===== src/rtl/axil_cmd_pkg.sv =====
// Shared types and constants for the AXI4-Lite command master:
// FSM state encoding and AXI response codes.
package axil_cmd_pkg;

    typedef enum logic [2:0] {
        StIdle,
        StWrReq,
        StWrResp,
        StRdReq,
        StRdResp,
        StRsp
    } state_e;

    localparam logic [1:0] RESP_OKAY   = 2'b00;
    localparam logic [1:0] RESP_SLVERR = 2'b10;

endpackage


===== src/rtl/axil_cmd_master_if.sv =====
// Command, response and AXI4-Lite master signals of axil_cmd_master.
// The master modport is the block's own view; slave is the environment's view.
interface axil_cmd_master_if #(
    parameter int unsigned DATA_WIDTH = 32,
    parameter int unsigned ADDR_WIDTH = 32,
    parameter int unsigned STRB_WIDTH = DATA_WIDTH / 8
);
    logic                  cmd_valid;
    logic                  cmd_ready;
    logic                  cmd_write;
    logic [ADDR_WIDTH-1:0] cmd_addr;
    logic [DATA_WIDTH-1:0] cmd_wdata;
    logic [STRB_WIDTH-1:0] cmd_wstrb;
    logic [2:0]            cmd_prot;

    logic                  rsp_valid;
    logic                  rsp_ready;
    logic [DATA_WIDTH-1:0] rsp_rdata;
    logic [1:0]            rsp_resp;
    logic                  rsp_write;
    logic                  rsp_timeout;

    logic [ADDR_WIDTH-1:0] m_axil_awaddr;
    logic [2:0]            m_axil_awprot;
    logic                  m_axil_awvalid;
    logic                  m_axil_awready;
    logic [DATA_WIDTH-1:0] m_axil_wdata;
    logic [STRB_WIDTH-1:0] m_axil_wstrb;
    logic                  m_axil_wvalid;
    logic                  m_axil_wready;
    logic [1:0]            m_axil_bresp;
    logic                  m_axil_bvalid;
    logic                  m_axil_bready;
    logic [ADDR_WIDTH-1:0] m_axil_araddr;
    logic [2:0]            m_axil_arprot;
    logic                  m_axil_arvalid;
    logic                  m_axil_arready;
    logic [DATA_WIDTH-1:0] m_axil_rdata;
    logic [1:0]            m_axil_rresp;
    logic                  m_axil_rvalid;
    logic                  m_axil_rready;

    modport master (
        input  cmd_valid, cmd_write, cmd_addr, cmd_wdata, cmd_wstrb, cmd_prot,
        output cmd_ready,
        output rsp_valid, rsp_rdata, rsp_resp, rsp_write, rsp_timeout,
        input  rsp_ready,
        output m_axil_awaddr, m_axil_awprot, m_axil_awvalid,
        input  m_axil_awready,
        output m_axil_wdata, m_axil_wstrb, m_axil_wvalid,
        input  m_axil_wready,
        input  m_axil_bresp, m_axil_bvalid,
        output m_axil_bready,
        output m_axil_araddr, m_axil_arprot, m_axil_arvalid,
        input  m_axil_arready,
        input  m_axil_rdata, m_axil_rresp, m_axil_rvalid,
        output m_axil_rready
    );

    modport slave (
        output cmd_valid, cmd_write, cmd_addr, cmd_wdata, cmd_wstrb, cmd_prot,
        input  cmd_ready,
        input  rsp_valid, rsp_rdata, rsp_resp, rsp_write, rsp_timeout,
        output rsp_ready,
        input  m_axil_awaddr, m_axil_awprot, m_axil_awvalid,
        output m_axil_awready,
        input  m_axil_wdata, m_axil_wstrb, m_axil_wvalid,
        output m_axil_wready,
        output m_axil_bresp, m_axil_bvalid,
        input  m_axil_bready,
        input  m_axil_araddr, m_axil_arprot, m_axil_arvalid,
        output m_axil_arready,
        output m_axil_rdata, m_axil_rresp, m_axil_rvalid,
        input  m_axil_rready
    );

endinterface


===== src/rtl/axil_cmd_timeout.sv =====
// Response-wait counter used when AXIL_CMD_MASTER_TIMEOUT_EN is defined.
// Counts cycles spent waiting; expired_o marks the TIMEOUT_CYCLES-th waiting cycle.
module axil_cmd_timeout #(
    parameter int unsigned TIMEOUT_CYCLES = 255
) (
    input  logic clk,
    input  logic rst,
    input  logic run_i,
    output logic expired_o
);
    localparam int unsigned CntWidth = (TIMEOUT_CYCLES > 1) ? $clog2(TIMEOUT_CYCLES) : 1;
    localparam logic [CntWidth-1:0] Limit = CntWidth'(TIMEOUT_CYCLES - 1);

    logic [CntWidth-1:0] cnt_q, cnt_d;

    // Dropping run_i clears the count, so every wait starts from zero.
    always_comb begin
        cnt_d = '0;
        if (run_i) begin
            cnt_d = cnt_q + CntWidth'(1);
        end
    end

    always_ff @(posedge clk or posedge rst) begin
        if (rst) begin
            cnt_q <= '0;
        end else begin
            cnt_q <= cnt_d;
        end
    end

    assign expired_o = run_i & (cnt_q == Limit);

endmodule


===== src/rtl/axil_cmd_master.sv =====
// Single-outstanding AXI4-Lite master driven by a simple command/response handshake.
// Define AXIL_CMD_MASTER_TIMEOUT_EN to abort response waits after TIMEOUT_CYCLES cycles.
module axil_cmd_master
    import axil_cmd_pkg::*;
#(
    parameter int unsigned DATA_WIDTH     = 32,
    parameter int unsigned ADDR_WIDTH     = 32,
    parameter int unsigned STRB_WIDTH     = DATA_WIDTH / 8,
    parameter int unsigned TIMEOUT_CYCLES = 255
) (
    input logic               clk,
    input logic               rst,
    axil_cmd_master_if.master bus
);
    state_e state_q, state_d;

    logic                  write_q, write_d;
    logic [ADDR_WIDTH-1:0] addr_q, addr_d;
    logic [DATA_WIDTH-1:0] wdata_q, wdata_d;
    logic [STRB_WIDTH-1:0] wstrb_q, wstrb_d;
    logic [2:0]            prot_q, prot_d;
    logic                  aw_done_q, aw_done_d;
    logic                  w_done_q, w_done_d;
    logic [DATA_WIDTH-1:0] rsp_rdata_q, rsp_rdata_d;
    logic [1:0]            rsp_resp_q, rsp_resp_d;
    logic                  rsp_write_q, rsp_write_d;

    logic cmd_ready, awvalid, wvalid, bready, arvalid, rready, rsp_valid;
    logic cmd_hs, aw_hs, w_hs, b_hs, ar_hs, r_hs;
    logic tmo_expired, tmo_take;

    assign cmd_hs   = bus.cmd_valid & cmd_ready;
    assign aw_hs    = awvalid & bus.m_axil_awready;
    assign w_hs     = wvalid & bus.m_axil_wready;
    assign b_hs     = bus.m_axil_bvalid & bready;
    assign ar_hs    = arvalid & bus.m_axil_arready;
    assign r_hs     = bus.m_axil_rvalid & rready;
    // A real response in the expiry cycle wins over the timeout.
    assign tmo_take = tmo_expired & ~b_hs & ~r_hs;

    always_ff @(posedge clk or posedge rst) begin
        if (rst) begin
            state_q <= StIdle;
        end else begin
            state_q <= state_d;
        end
    end

    always_comb begin
        state_d = state_q;
        unique case (state_q)
            StIdle:   if (cmd_hs) state_d = bus.cmd_write ? StWrReq : StRdReq;
            StWrReq:  if ((aw_done_q | aw_hs) & (w_done_q | w_hs)) state_d = StWrResp;
            StWrResp: if (b_hs | tmo_expired) state_d = StRsp;
            StRdReq:  if (ar_hs) state_d = StRdResp;
            StRdResp: if (r_hs | tmo_expired) state_d = StRsp;
            StRsp:    if (bus.rsp_ready) state_d = StIdle;
            default:  state_d = StIdle;
        endcase
    end

    always_comb begin
        cmd_ready = 1'b0;
        awvalid   = 1'b0;
        wvalid    = 1'b0;
        bready    = 1'b0;
        arvalid   = 1'b0;
        rready    = 1'b0;
        rsp_valid = 1'b0;
        unique case (state_q)
            StIdle:   cmd_ready = ~rst;
            StWrReq: begin
                awvalid = ~aw_done_q;
                wvalid  = ~w_done_q;
            end
            StWrResp: bready    = 1'b1;
            StRdReq:  arvalid   = 1'b1;
            StRdResp: rready    = 1'b1;
            StRsp:    rsp_valid = 1'b1;
            default:  ;
        endcase
    end

    always_comb begin
        write_d     = write_q;
        addr_d      = addr_q;
        wdata_d     = wdata_q;
        wstrb_d     = wstrb_q;
        prot_d      = prot_q;
        aw_done_d   = aw_done_q;
        w_done_d    = w_done_q;
        rsp_rdata_d = rsp_rdata_q;
        rsp_resp_d  = rsp_resp_q;
        rsp_write_d = rsp_write_q;
        if (cmd_hs) begin
            write_d   = bus.cmd_write;
            addr_d    = bus.cmd_addr;
            wdata_d   = bus.cmd_wdata;
            wstrb_d   = bus.cmd_wstrb;
            prot_d    = bus.cmd_prot;
            aw_done_d = 1'b0;
            w_done_d  = 1'b0;
        end
        if (aw_hs) aw_done_d = 1'b1;
        if (w_hs)  w_done_d  = 1'b1;
        if (b_hs) begin
            rsp_rdata_d = '0;
            rsp_resp_d  = bus.m_axil_bresp;
            rsp_write_d = 1'b1;
        end else if (r_hs) begin
            rsp_rdata_d = bus.m_axil_rdata;
            rsp_resp_d  = bus.m_axil_rresp;
            rsp_write_d = 1'b0;
        end else if (tmo_take) begin
            rsp_rdata_d = '0;
            rsp_resp_d  = RESP_SLVERR;
            rsp_write_d = write_q;
        end
    end

    always_ff @(posedge clk or posedge rst) begin
        if (rst) begin
            write_q     <= 1'b0;
            addr_q      <= '0;
            wdata_q     <= '0;
            wstrb_q     <= '0;
            prot_q      <= '0;
            aw_done_q   <= 1'b0;
            w_done_q    <= 1'b0;
            rsp_rdata_q <= '0;
            rsp_resp_q  <= '0;
            rsp_write_q <= 1'b0;
        end else begin
            write_q     <= write_d;
            addr_q      <= addr_d;
            wdata_q     <= wdata_d;
            wstrb_q     <= wstrb_d;
            prot_q      <= prot_d;
            aw_done_q   <= aw_done_d;
            w_done_q    <= w_done_d;
            rsp_rdata_q <= rsp_rdata_d;
            rsp_resp_q  <= rsp_resp_d;
            rsp_write_q <= rsp_write_d;
        end
    end

`ifdef AXIL_CMD_MASTER_TIMEOUT_EN
    logic rsp_timeout_q, rsp_timeout_d;

    axil_cmd_timeout #(
        .TIMEOUT_CYCLES(TIMEOUT_CYCLES)
    ) u_timeout (
        .clk      (clk),
        .rst      (rst),
        .run_i    ((state_q == StWrResp) | (state_q == StRdResp)),
        .expired_o(tmo_expired)
    );

    always_comb begin
        rsp_timeout_d = rsp_timeout_q;
        if (cmd_hs) begin
            rsp_timeout_d = 1'b0;
        end else if (tmo_take) begin
            rsp_timeout_d = 1'b1;
        end
    end

    always_ff @(posedge clk or posedge rst) begin
        if (rst) begin
            rsp_timeout_q <= 1'b0;
        end else begin
            rsp_timeout_q <= rsp_timeout_d;
        end
    end

    assign bus.rsp_timeout = rsp_timeout_q;
`else
    logic unused_timeout_cfg;
    assign unused_timeout_cfg = ^TIMEOUT_CYCLES;
    assign tmo_expired        = 1'b0;
    assign bus.rsp_timeout    = 1'b0;
`endif

    assign bus.cmd_ready      = cmd_ready;
    assign bus.rsp_valid      = rsp_valid;
    assign bus.rsp_rdata      = rsp_rdata_q;
    assign bus.rsp_resp       = rsp_resp_q;
    assign bus.rsp_write      = rsp_write_q;
    assign bus.m_axil_awaddr  = addr_q;
    assign bus.m_axil_awprot  = prot_q;
    assign bus.m_axil_awvalid = awvalid;
    assign bus.m_axil_wdata   = wdata_q;
    assign bus.m_axil_wstrb   = wstrb_q;
    assign bus.m_axil_wvalid  = wvalid;
    assign bus.m_axil_bready  = bready;
    assign bus.m_axil_araddr  = addr_q;
    assign bus.m_axil_arprot  = prot_q;
    assign bus.m_axil_arvalid = arvalid;
    assign bus.m_axil_rready  = rready;

endmodule


===== src/flat_wrapper.sv =====
// flat-port wrapper written by rule: the top's interface ports become plain ports
module axil_cmd_master_flat import axil_cmd_pkg::*;
#(
    parameter int unsigned DATA_WIDTH     = 32,
    parameter int unsigned ADDR_WIDTH     = 32,
    parameter int unsigned STRB_WIDTH     = DATA_WIDTH / 8,
    parameter int unsigned TIMEOUT_CYCLES = 255
)
  (clk, rst, bus_cmd_valid, bus_cmd_write, bus_cmd_addr, bus_cmd_wdata, bus_cmd_wstrb, bus_cmd_prot, bus_cmd_ready, bus_rsp_valid, bus_rsp_rdata, bus_rsp_resp, bus_rsp_write, bus_rsp_timeout, bus_rsp_ready, bus_m_axil_awaddr, bus_m_axil_awprot, bus_m_axil_awvalid, bus_m_axil_awready, bus_m_axil_wdata, bus_m_axil_wstrb, bus_m_axil_wvalid, bus_m_axil_wready, bus_m_axil_bresp, bus_m_axil_bvalid, bus_m_axil_bready, bus_m_axil_araddr, bus_m_axil_arprot, bus_m_axil_arvalid, bus_m_axil_arready, bus_m_axil_rdata, bus_m_axil_rresp, bus_m_axil_rvalid, bus_m_axil_rready);
  axil_cmd_master_if #(.DATA_WIDTH(DATA_WIDTH), .ADDR_WIDTH(ADDR_WIDTH), .STRB_WIDTH(STRB_WIDTH)) bus_i ();
  input logic clk;
  input logic rst;
  input wire logic [$bits(bus_i.cmd_valid)-1:0] bus_cmd_valid;
  input wire logic [$bits(bus_i.cmd_write)-1:0] bus_cmd_write;
  input wire logic [$bits(bus_i.cmd_addr)-1:0] bus_cmd_addr;
  input wire logic [$bits(bus_i.cmd_wdata)-1:0] bus_cmd_wdata;
  input wire logic [$bits(bus_i.cmd_wstrb)-1:0] bus_cmd_wstrb;
  input wire logic [$bits(bus_i.cmd_prot)-1:0] bus_cmd_prot;
  output wire logic [$bits(bus_i.cmd_ready)-1:0] bus_cmd_ready;
  output wire logic [$bits(bus_i.rsp_valid)-1:0] bus_rsp_valid;
  output wire logic [$bits(bus_i.rsp_rdata)-1:0] bus_rsp_rdata;
  output wire logic [$bits(bus_i.rsp_resp)-1:0] bus_rsp_resp;
  output wire logic [$bits(bus_i.rsp_write)-1:0] bus_rsp_write;
  output wire logic [$bits(bus_i.rsp_timeout)-1:0] bus_rsp_timeout;
  input wire logic [$bits(bus_i.rsp_ready)-1:0] bus_rsp_ready;
  output wire logic [$bits(bus_i.m_axil_awaddr)-1:0] bus_m_axil_awaddr;
  output wire logic [$bits(bus_i.m_axil_awprot)-1:0] bus_m_axil_awprot;
  output wire logic [$bits(bus_i.m_axil_awvalid)-1:0] bus_m_axil_awvalid;
  input wire logic [$bits(bus_i.m_axil_awready)-1:0] bus_m_axil_awready;
  output wire logic [$bits(bus_i.m_axil_wdata)-1:0] bus_m_axil_wdata;
  output wire logic [$bits(bus_i.m_axil_wstrb)-1:0] bus_m_axil_wstrb;
  output wire logic [$bits(bus_i.m_axil_wvalid)-1:0] bus_m_axil_wvalid;
  input wire logic [$bits(bus_i.m_axil_wready)-1:0] bus_m_axil_wready;
  input wire logic [$bits(bus_i.m_axil_bresp)-1:0] bus_m_axil_bresp;
  input wire logic [$bits(bus_i.m_axil_bvalid)-1:0] bus_m_axil_bvalid;
  output wire logic [$bits(bus_i.m_axil_bready)-1:0] bus_m_axil_bready;
  output wire logic [$bits(bus_i.m_axil_araddr)-1:0] bus_m_axil_araddr;
  output wire logic [$bits(bus_i.m_axil_arprot)-1:0] bus_m_axil_arprot;
  output wire logic [$bits(bus_i.m_axil_arvalid)-1:0] bus_m_axil_arvalid;
  input wire logic [$bits(bus_i.m_axil_arready)-1:0] bus_m_axil_arready;
  input wire logic [$bits(bus_i.m_axil_rdata)-1:0] bus_m_axil_rdata;
  input wire logic [$bits(bus_i.m_axil_rresp)-1:0] bus_m_axil_rresp;
  input wire logic [$bits(bus_i.m_axil_rvalid)-1:0] bus_m_axil_rvalid;
  output wire logic [$bits(bus_i.m_axil_rready)-1:0] bus_m_axil_rready;
  assign bus_i.cmd_valid = bus_cmd_valid;
  assign bus_i.cmd_write = bus_cmd_write;
  assign bus_i.cmd_addr = bus_cmd_addr;
  assign bus_i.cmd_wdata = bus_cmd_wdata;
  assign bus_i.cmd_wstrb = bus_cmd_wstrb;
  assign bus_i.cmd_prot = bus_cmd_prot;
  assign bus_cmd_ready = bus_i.cmd_ready;
  assign bus_rsp_valid = bus_i.rsp_valid;
  assign bus_rsp_rdata = bus_i.rsp_rdata;
  assign bus_rsp_resp = bus_i.rsp_resp;
  assign bus_rsp_write = bus_i.rsp_write;
  assign bus_rsp_timeout = bus_i.rsp_timeout;
  assign bus_i.rsp_ready = bus_rsp_ready;
  assign bus_m_axil_awaddr = bus_i.m_axil_awaddr;
  assign bus_m_axil_awprot = bus_i.m_axil_awprot;
  assign bus_m_axil_awvalid = bus_i.m_axil_awvalid;
  assign bus_i.m_axil_awready = bus_m_axil_awready;
  assign bus_m_axil_wdata = bus_i.m_axil_wdata;
  assign bus_m_axil_wstrb = bus_i.m_axil_wstrb;
  assign bus_m_axil_wvalid = bus_i.m_axil_wvalid;
  assign bus_i.m_axil_wready = bus_m_axil_wready;
  assign bus_i.m_axil_bresp = bus_m_axil_bresp;
  assign bus_i.m_axil_bvalid = bus_m_axil_bvalid;
  assign bus_m_axil_bready = bus_i.m_axil_bready;
  assign bus_m_axil_araddr = bus_i.m_axil_araddr;
  assign bus_m_axil_arprot = bus_i.m_axil_arprot;
  assign bus_m_axil_arvalid = bus_i.m_axil_arvalid;
  assign bus_i.m_axil_arready = bus_m_axil_arready;
  assign bus_i.m_axil_rdata = bus_m_axil_rdata;
  assign bus_i.m_axil_rresp = bus_m_axil_rresp;
  assign bus_i.m_axil_rvalid = bus_m_axil_rvalid;
  assign bus_m_axil_rready = bus_i.m_axil_rready;
  axil_cmd_master #(.DATA_WIDTH(DATA_WIDTH), .ADDR_WIDTH(ADDR_WIDTH), .STRB_WIDTH(STRB_WIDTH), .TIMEOUT_CYCLES(TIMEOUT_CYCLES)) u_core (.clk(clk), .rst(rst), .bus(bus_i));
endmodule

===== config.mk =====
export PLATFORM = sky130hd
export DESIGN_NAME = axil_cmd_master_flat
export DESIGN_NICKNAME = d
export VERILOG_FILES = /design/src/rtl/axil_cmd_pkg.sv /design/src/rtl/axil_cmd_master_if.sv /design/src/rtl/axil_cmd_timeout.sv /design/src/rtl/axil_cmd_master.sv /design/src/flat_wrapper.sv
export SDC_FILE = /design/constraint.sdc
export NUM_CORES = 1
export LEC_CHECK = 0
export BUFFER_PORTS_ARGS = -buffer_cell sky130_fd_sc_hd__buf_2
export CORE_ASPECT_RATIO = 0.5
export CORE_MARGIN = 10
export CORE_UTILIZATION = 44
export CTS_CLUSTER_DIAMETER = 30
export DETAILED_ROUTE_END_ITERATION = 8
export GPL_TIMING_DRIVEN = 0
export PLACE_DENSITY_LB_ADDON = 0.1
export SYNTH_ARGS = -nofsm -noshare
export SYNTH_HDL_FRONTEND = slang
export SYNTH_SLANG_ARGS = --single-unit

===== constraint.sdc =====
create_clock -name clk -period 5 [get_ports clk]
set_input_delay 1 -clock clk [delete_from_list [all_inputs] [get_ports clk]]
set_output_delay 1 -clock clk [all_outputs]
set_load 0.01 [all_outputs]

==> impl_metrics.toml, run 1 <==
[outcome]
status = "complete, no violations"

[floorplanning]
die_area_mm2 = 0.0150
initial_core_util = 0.448
core_area_mm2 = 0.0101
die_y_um = 91.7
die_w_um = 163
rows = 26
boundaryPins = 266

[setup_path]
worstPathRequired_ns = 4.00
endpoint_kind = "primary output"
critPathKind = "flip-flop to primary output"
cp_cell_sequence = "buf_4 -> inv_1 -> or3_1 -> nor2_1 -> buf_2"
rr_worst_depth = 6
crit_family = "simple AND/OR/NAND/NOR gates"
critPathBufInv = 3
crit_arrival_ns = 1.76
critPathSlowestCell = "or3_1"
slowest_delay_ns = 0.41
reg2reg_to = "u_core.bus.rsp_rdata[16]"
r2r-start = "u_core.state_q[0]"
crit_path_start = "u_core.state_q[0]"
cp-start-kind = "flip-flop"
path_max_fanout = 10
rrSetupSlack_ns = 3.33

[timing]
fin_crit_sh = 0.553
slew_viol_final = 0
finalHoldViolCount = 0
holdWs_ns = 0.496
rsz0062_at_grt = "false"
max_freq_mhz = 362
finalCriticalPeriod_ns = 2.76
setup_ws_ns = 2.24
setup_viol = 0
max_slew.worst_pin.slew_ns = 0.546
fin_skew_ns = 0.00688
relSlewSlack = 0.636

[route]
vias = 3473
route.detailed.drc = 0
drtPass1Iterations = 5
drt_iter0_drc = 136
routed_wl_mm = 13.1
postRouteAntennaNets = 0
wl_per_cell_um = 17.7
vias_per_cell = 4.71

[global_route]
overflow = 0
antenna_found_initial = 0
grt_pass1_vias = 3661
grt_max_degree = 71
track_usage = 0.168
grt_pass1_wl_mm = 20.0

[place]
gp_congestion = 0.782
placed_cell_area_mm2 = 0.00606
dp_hpwl_mm = 10.4
dp_slack_ns = 2.49
io_buffers = 264
dpl.cell_count = 722

[logic_synthesis]
netlist.top_cell.by_area = "dfrtp_1"
synth_cell_types = 30
yosysSeqAreaShare = 0.613
synth_nets = 434
avgSynthCellArea_um2 = 14.3
yosys.area.top_type_share = 0.613
synthCells = 317
synth_seq_cells = 111
yosys_warnings = 0
synth_area_leaders = "dfrtp_1, mux2_2, a22o_1, buf_4, buf_2"
synth_area_mm2 = 0.00453

[final_layout]
final_cell_mix = "buf_2, dfrtp_1, mux2_2, buf_4, a22o_1"
syn_to_final_growth_pct = 41.3
n_antenna_cell = 0
layout-drive-gt1-share = 0.686
design_area_mm2 = 0.00640
layout_commonest_cell = "buf_2"
nets = 710
layout.cells.non_filler = 738

[power]
power_density_mw_per_mm2 = 664
p_sw_w = 0.00145
peakVddDrop_mv = 0.303
power_leakage_nw = 3.48
finalPower_w = 0.00425
switching_share = 0.340
pwr-share-comb = 0.438
seqPwrFrac = 0.371
clkPwrFrac = 0.191
internal-power_w = 0.00280

[worst_hold_path]
min_path_type = "flip-flop to flip-flop"
holdPathEnd = "u_core.bus.rsp_rdata[2]"
hold_start = "u_core.bus.rsp_rdata[2]"
holdPathStages = 1

[clocking]
clk_pin_slew_ns = 0.07
cts_buffers = 9
holdBufCountCts = 0
postCtsSetupBuffers = 0
cts_tree = "yes"
clockBufferDepth = 2
htreeDepth = 3
cts.sinks = 111
root_buffer = "clkbuf_16"
clk-insertion-delay-late_ns = 0.34
cts_resized = 0

[flow_run]
max_cap_viol_count = 0
[registers in the layout, indices dropped and copies added, names as in the netlist]
| register | flops |
|---|---|
| u_core.state_q | 3 |
| u_core.bus.m_axil_wstrb | 4 |
| u_core.bus.rsp_write | 1 |
| u_core.bus.m_axil_araddr | 32 |
| u_core.aw_done_q | 1 |
| u_core.bus.m_axil_wdata | 32 |
| u_core.bus.rsp_rdata | 32 |
| u_core.w_done_q | 1 |
| u_core.bus.m_axil_arprot | 3 |
| u_core.bus.rsp_resp | 2 |
[logic make-up after synthesis]
family                 count (synthesis)  share of synthesized area
AOI/OAI and AO/OA                     49                     0.0903
muxes                                 71                      0.177
buffers and inverters                 60                     0.0848
and+or+nand+nor                       25                     0.0343
other                                  1                   0.000828
DFF                                  111                      0.613
[worst max path at each step]
stage                                              end  slack, ns  cells past startpoint
final                                bus_m_axil_wvalid       2.24                      5
after global routing                 bus_m_axil_wvalid       2.15                      5
after CTS                            bus_m_axil_wvalid       2.22                      5
after detailed placement                 bus_cmd_ready       2.49                      3
after global placement    u_core.bus.m_axil_araddr[17]      -0.39                      2
after floorplan                       u_core.aw_done_q       1.07                      1
[metal layers]
metal | track usage | share of wire
met5 | 0 | 0
met2 | 0.299 | 0.50
met1 | 0.186 | 0.39
met3 | 0.0629 | 0.089
met4 | 0.0473 | 0.018
[power groups by stage]
stage	sequential, W	combinational (W)	clock, W
finish	0.00158	0.00186	0.000813
global route	0.00164	0.00202	0.000880
CTS	0.00158	0.00191	0.000844
detailed placement	0.00159	0.00190	0
global placement	0.00157	0.00188	0
floorplan	0.00177	0.000890	0
[layout make-up]
class	instances	area [um2]
well taps	140	175
repair buffers	265	1350
fillers	832	3720
multi-input cells	146	1370
inverters	7	28.8
plain buffers	53	358
clock inverters	7	120
clock buffers	9	225
flip-flops and latches	111	2780
[cells in the mapped netlist]
| master | instances |
|---|---|
| o22ai_1 | 2 |
| mux2_2 | 71 |
| buf_4 | 37 |
| o21a_1 | 1 |
| or3_1 | 1 |
| nand2_1 | 4 |
| nand2_2 | 1 |
| and2_1 | 1 |
| buf_2 | 16 |
| a222oi_1 | 2 |
| nor4_4 | 1 |
| o21bai_1 | 1 |
| o21ai_1 | 1 |
| a211oi_2 | 1 |
| inv_1 | 7 |
| a31oi_1 | 1 |
| nor3b_1 | 1 |
| dfrtp_1 | 111 |
| o21ai_0 | 1 |
| o211ai_1 | 1 |
| a22o_1 | 34 |
| and3b_1 | 3 |
| and3_1 | 1 |
| conb_1 | 1 |
| nor4b_1 | 2 |
| nor2_1 | 8 |
| nand2b_1 | 2 |
| o21ai_2 | 1 |
| a21oi_1 | 2 |
| a2bb2oi_1 | 1 |
[metrics by stage]
step	TNS (ns)	utilization
after floorplan	0	-
after global placement	-42.52	0.596
after detailed placement	0	0.599
after CTS	0	0.633
after global routing	0	0.633
final	0	0.633
[worst register-to-register path, delay by kind of cell, from the launching register on]
family	cells	cell delay [ns]
and+or+nand+nor	2	0.37
DFF	1	0.41
buffers and inverters	3	0.64
AOI/OAI and AO/OA	1	0.19
Note: power is estimated with default switching activity, not from simulation.
==> run 2, diff against run 1 <==
CORE_UTILIZATION = 39   (was 44)
clock period = 2.4 ns   (was 5 ns; I/O delays follow)
==> run 2 against run 1 <==
Net effect: sequential power up 110%; largest power group unchanged; highest routed layer unchanged; power grew 100%; clock skew hardly changed; critical path depth did not move; worst hold slack worse by 0.17 ns.
==> impl_metrics.toml, run 2 (same netlist as run 1, synthesis figures left out) <==
[outcome]
status = "complete, no violations"

[timing]
fin_crit_sh = 0.929
fin_skew_ns = 0.00651
max_slew.worst_pin.slew_ns = 0.820
finalCriticalPeriod_ns = 2.23
max_freq_mhz = 448
rsz0062_at_grt = "false"
setup_viol = 0
slew_viol_final = 0
finalHoldViolCount = 0
relSlewSlack = 0.452
holdWs_ns = 0.325
setup_ws_ns = 0.170

[place]
dp_hpwl_mm = 11.0
io_buffers = 264
gp_congestion = 0.857
dp_slack_ns = 0.548
dpl.cell_count = 742

[final_layout]
layout.cells.non_filler = 760
final_cell_mix = "buf_2, dfrtp_1, mux2_2, buf_4, a22o_1"
layout_commonest_cell = "buf_2"
syn_to_final_growth_pct = 41.4
layout-drive-gt1-share = 0.686
final_core_util = 0.573
nets = 711

[route]
routed_wl_mm = 13.5
vias = 3462
postRouteAntennaNets = 0
route.detailed.drc = 0
drtPass1Iterations = 4
wl_per_cell_um = 17.8
drt_iter0_drc = 165
vias_per_cell = 4.56

[floorplanning]
rows = 27
die_w_um = 172
die_y_um = 96.2
core_area_mm2 = 0.0112
initial_core_util = 0.405
die_area_mm2 = 0.0166
boundaryPins = 266

[clocking]
htreeDepth = 3
clk-insertion-delay-late_ns = 0.35
cts.sinks = 111
root_buffer = "clkbuf_16"
clk_pin_slew_ns = 0.08
cts_resized = 0
cts_tree = "yes"
postCtsSetupBuffers = 0
cts_buffers = 9
holdBufCountCts = 0
clockBufferDepth = 2

[setup_path]
path_max_fanout = 10
endpoint_kind = "primary output"
rr_worst_depth = 4
worstPathRequired_ns = 1.92
critPathKind = "flip-flop to primary output"
crit_arrival_ns = 1.75
cp-start-kind = "flip-flop"

[power]
power_density_mw_per_mm2 = 1360
peakVddDrop_mv = 0.556
power_leakage_nw = 3.46

[global_route]
overflow = 0
antenna_found_initial = 2
grt_pass1_wl_mm = 19.6
grt_pass1_vias = 3586
grt_max_degree = 39
track_usage = 0.154

[worst_hold_path]
min_path_type = "input port to async pin"

[flow_run]
max_cap_viol_count = 0
==> run 2: layout make-up <==
class	instances	area (um2)
repair buffers	266	1360
clock inverters	6	67.6
multi-input cells	146	1370
plain buffers	53	358
well taps	159	199
clock buffers	10	239
flip-flops and latches	111	2780
diodes	2	5.00
fillers	980	4780
inverters	7	30.0
==> run 2: path summary, 6_finish.rpt <==
| kind | start | endpoint | slack [ns] |
|---|---|---|---|
| min | rst | u_core.bus.rsp_rdata[0] | 0.32 |
| max in group asynchronous | rst | u_core.bus.rsp_rdata[12] | 1.15 |
| max reg2reg | u_core.state_q[1] | u_core.bus.m_axil_wdata[6] | 0.73 |
| min in group clk | bus_m_axil_bresp[1] | u_core.bus.rsp_resp[1] | 0.34 |
| min reg2reg | u_core.bus.rsp_rdata[27] | u_core.bus.rsp_rdata[27] | 0.49 |
| max | u_core.state_q[0] | bus_m_axil_wvalid | 0.17 |
==> run 2: critical path: stages (launching register included) <==
cell and delay [ns]:
dfrtp_1 0.39, buf_4 0.18, inv_1 0.13, or3_1 0.41, nor2_1 0.13, buf_2 0.15
==> run 2: metrics by stage <==
step,setup TNS (ns),power [W],area (um2)
2_1_floorplan,0,0.00554,4530
3_3_place_gp,-29.40,0.00721,6050
3_5_place_dp,0,0.00729,6090
4_1_cts,0,0.00884,6400
5_1_grt,0,0.00926,6400
6_report,0,0.00869,6400
==> run 2: where the power goes <==
part / switching [W] / total [W] / leakage (nW) / internal, W
sequential: 0.000514 / 0.00327 / 1.37 / 0.00276
clock: 0.000682 / 0.00153 / 0.146 / 0.000844
combinational: 0.00183 / 0.00389 / 1.95 / 0.00206
==> run 2: per-layer routing <==
layer	vias to the layer above	share of wire	GRT usage
met1	1652	0.38	0.171
met3	15	0.091	0.0559
met2	150	0.51	0.271
met4	0	0.014	0.0506
li1	1645	-	-
met5	-	0	0
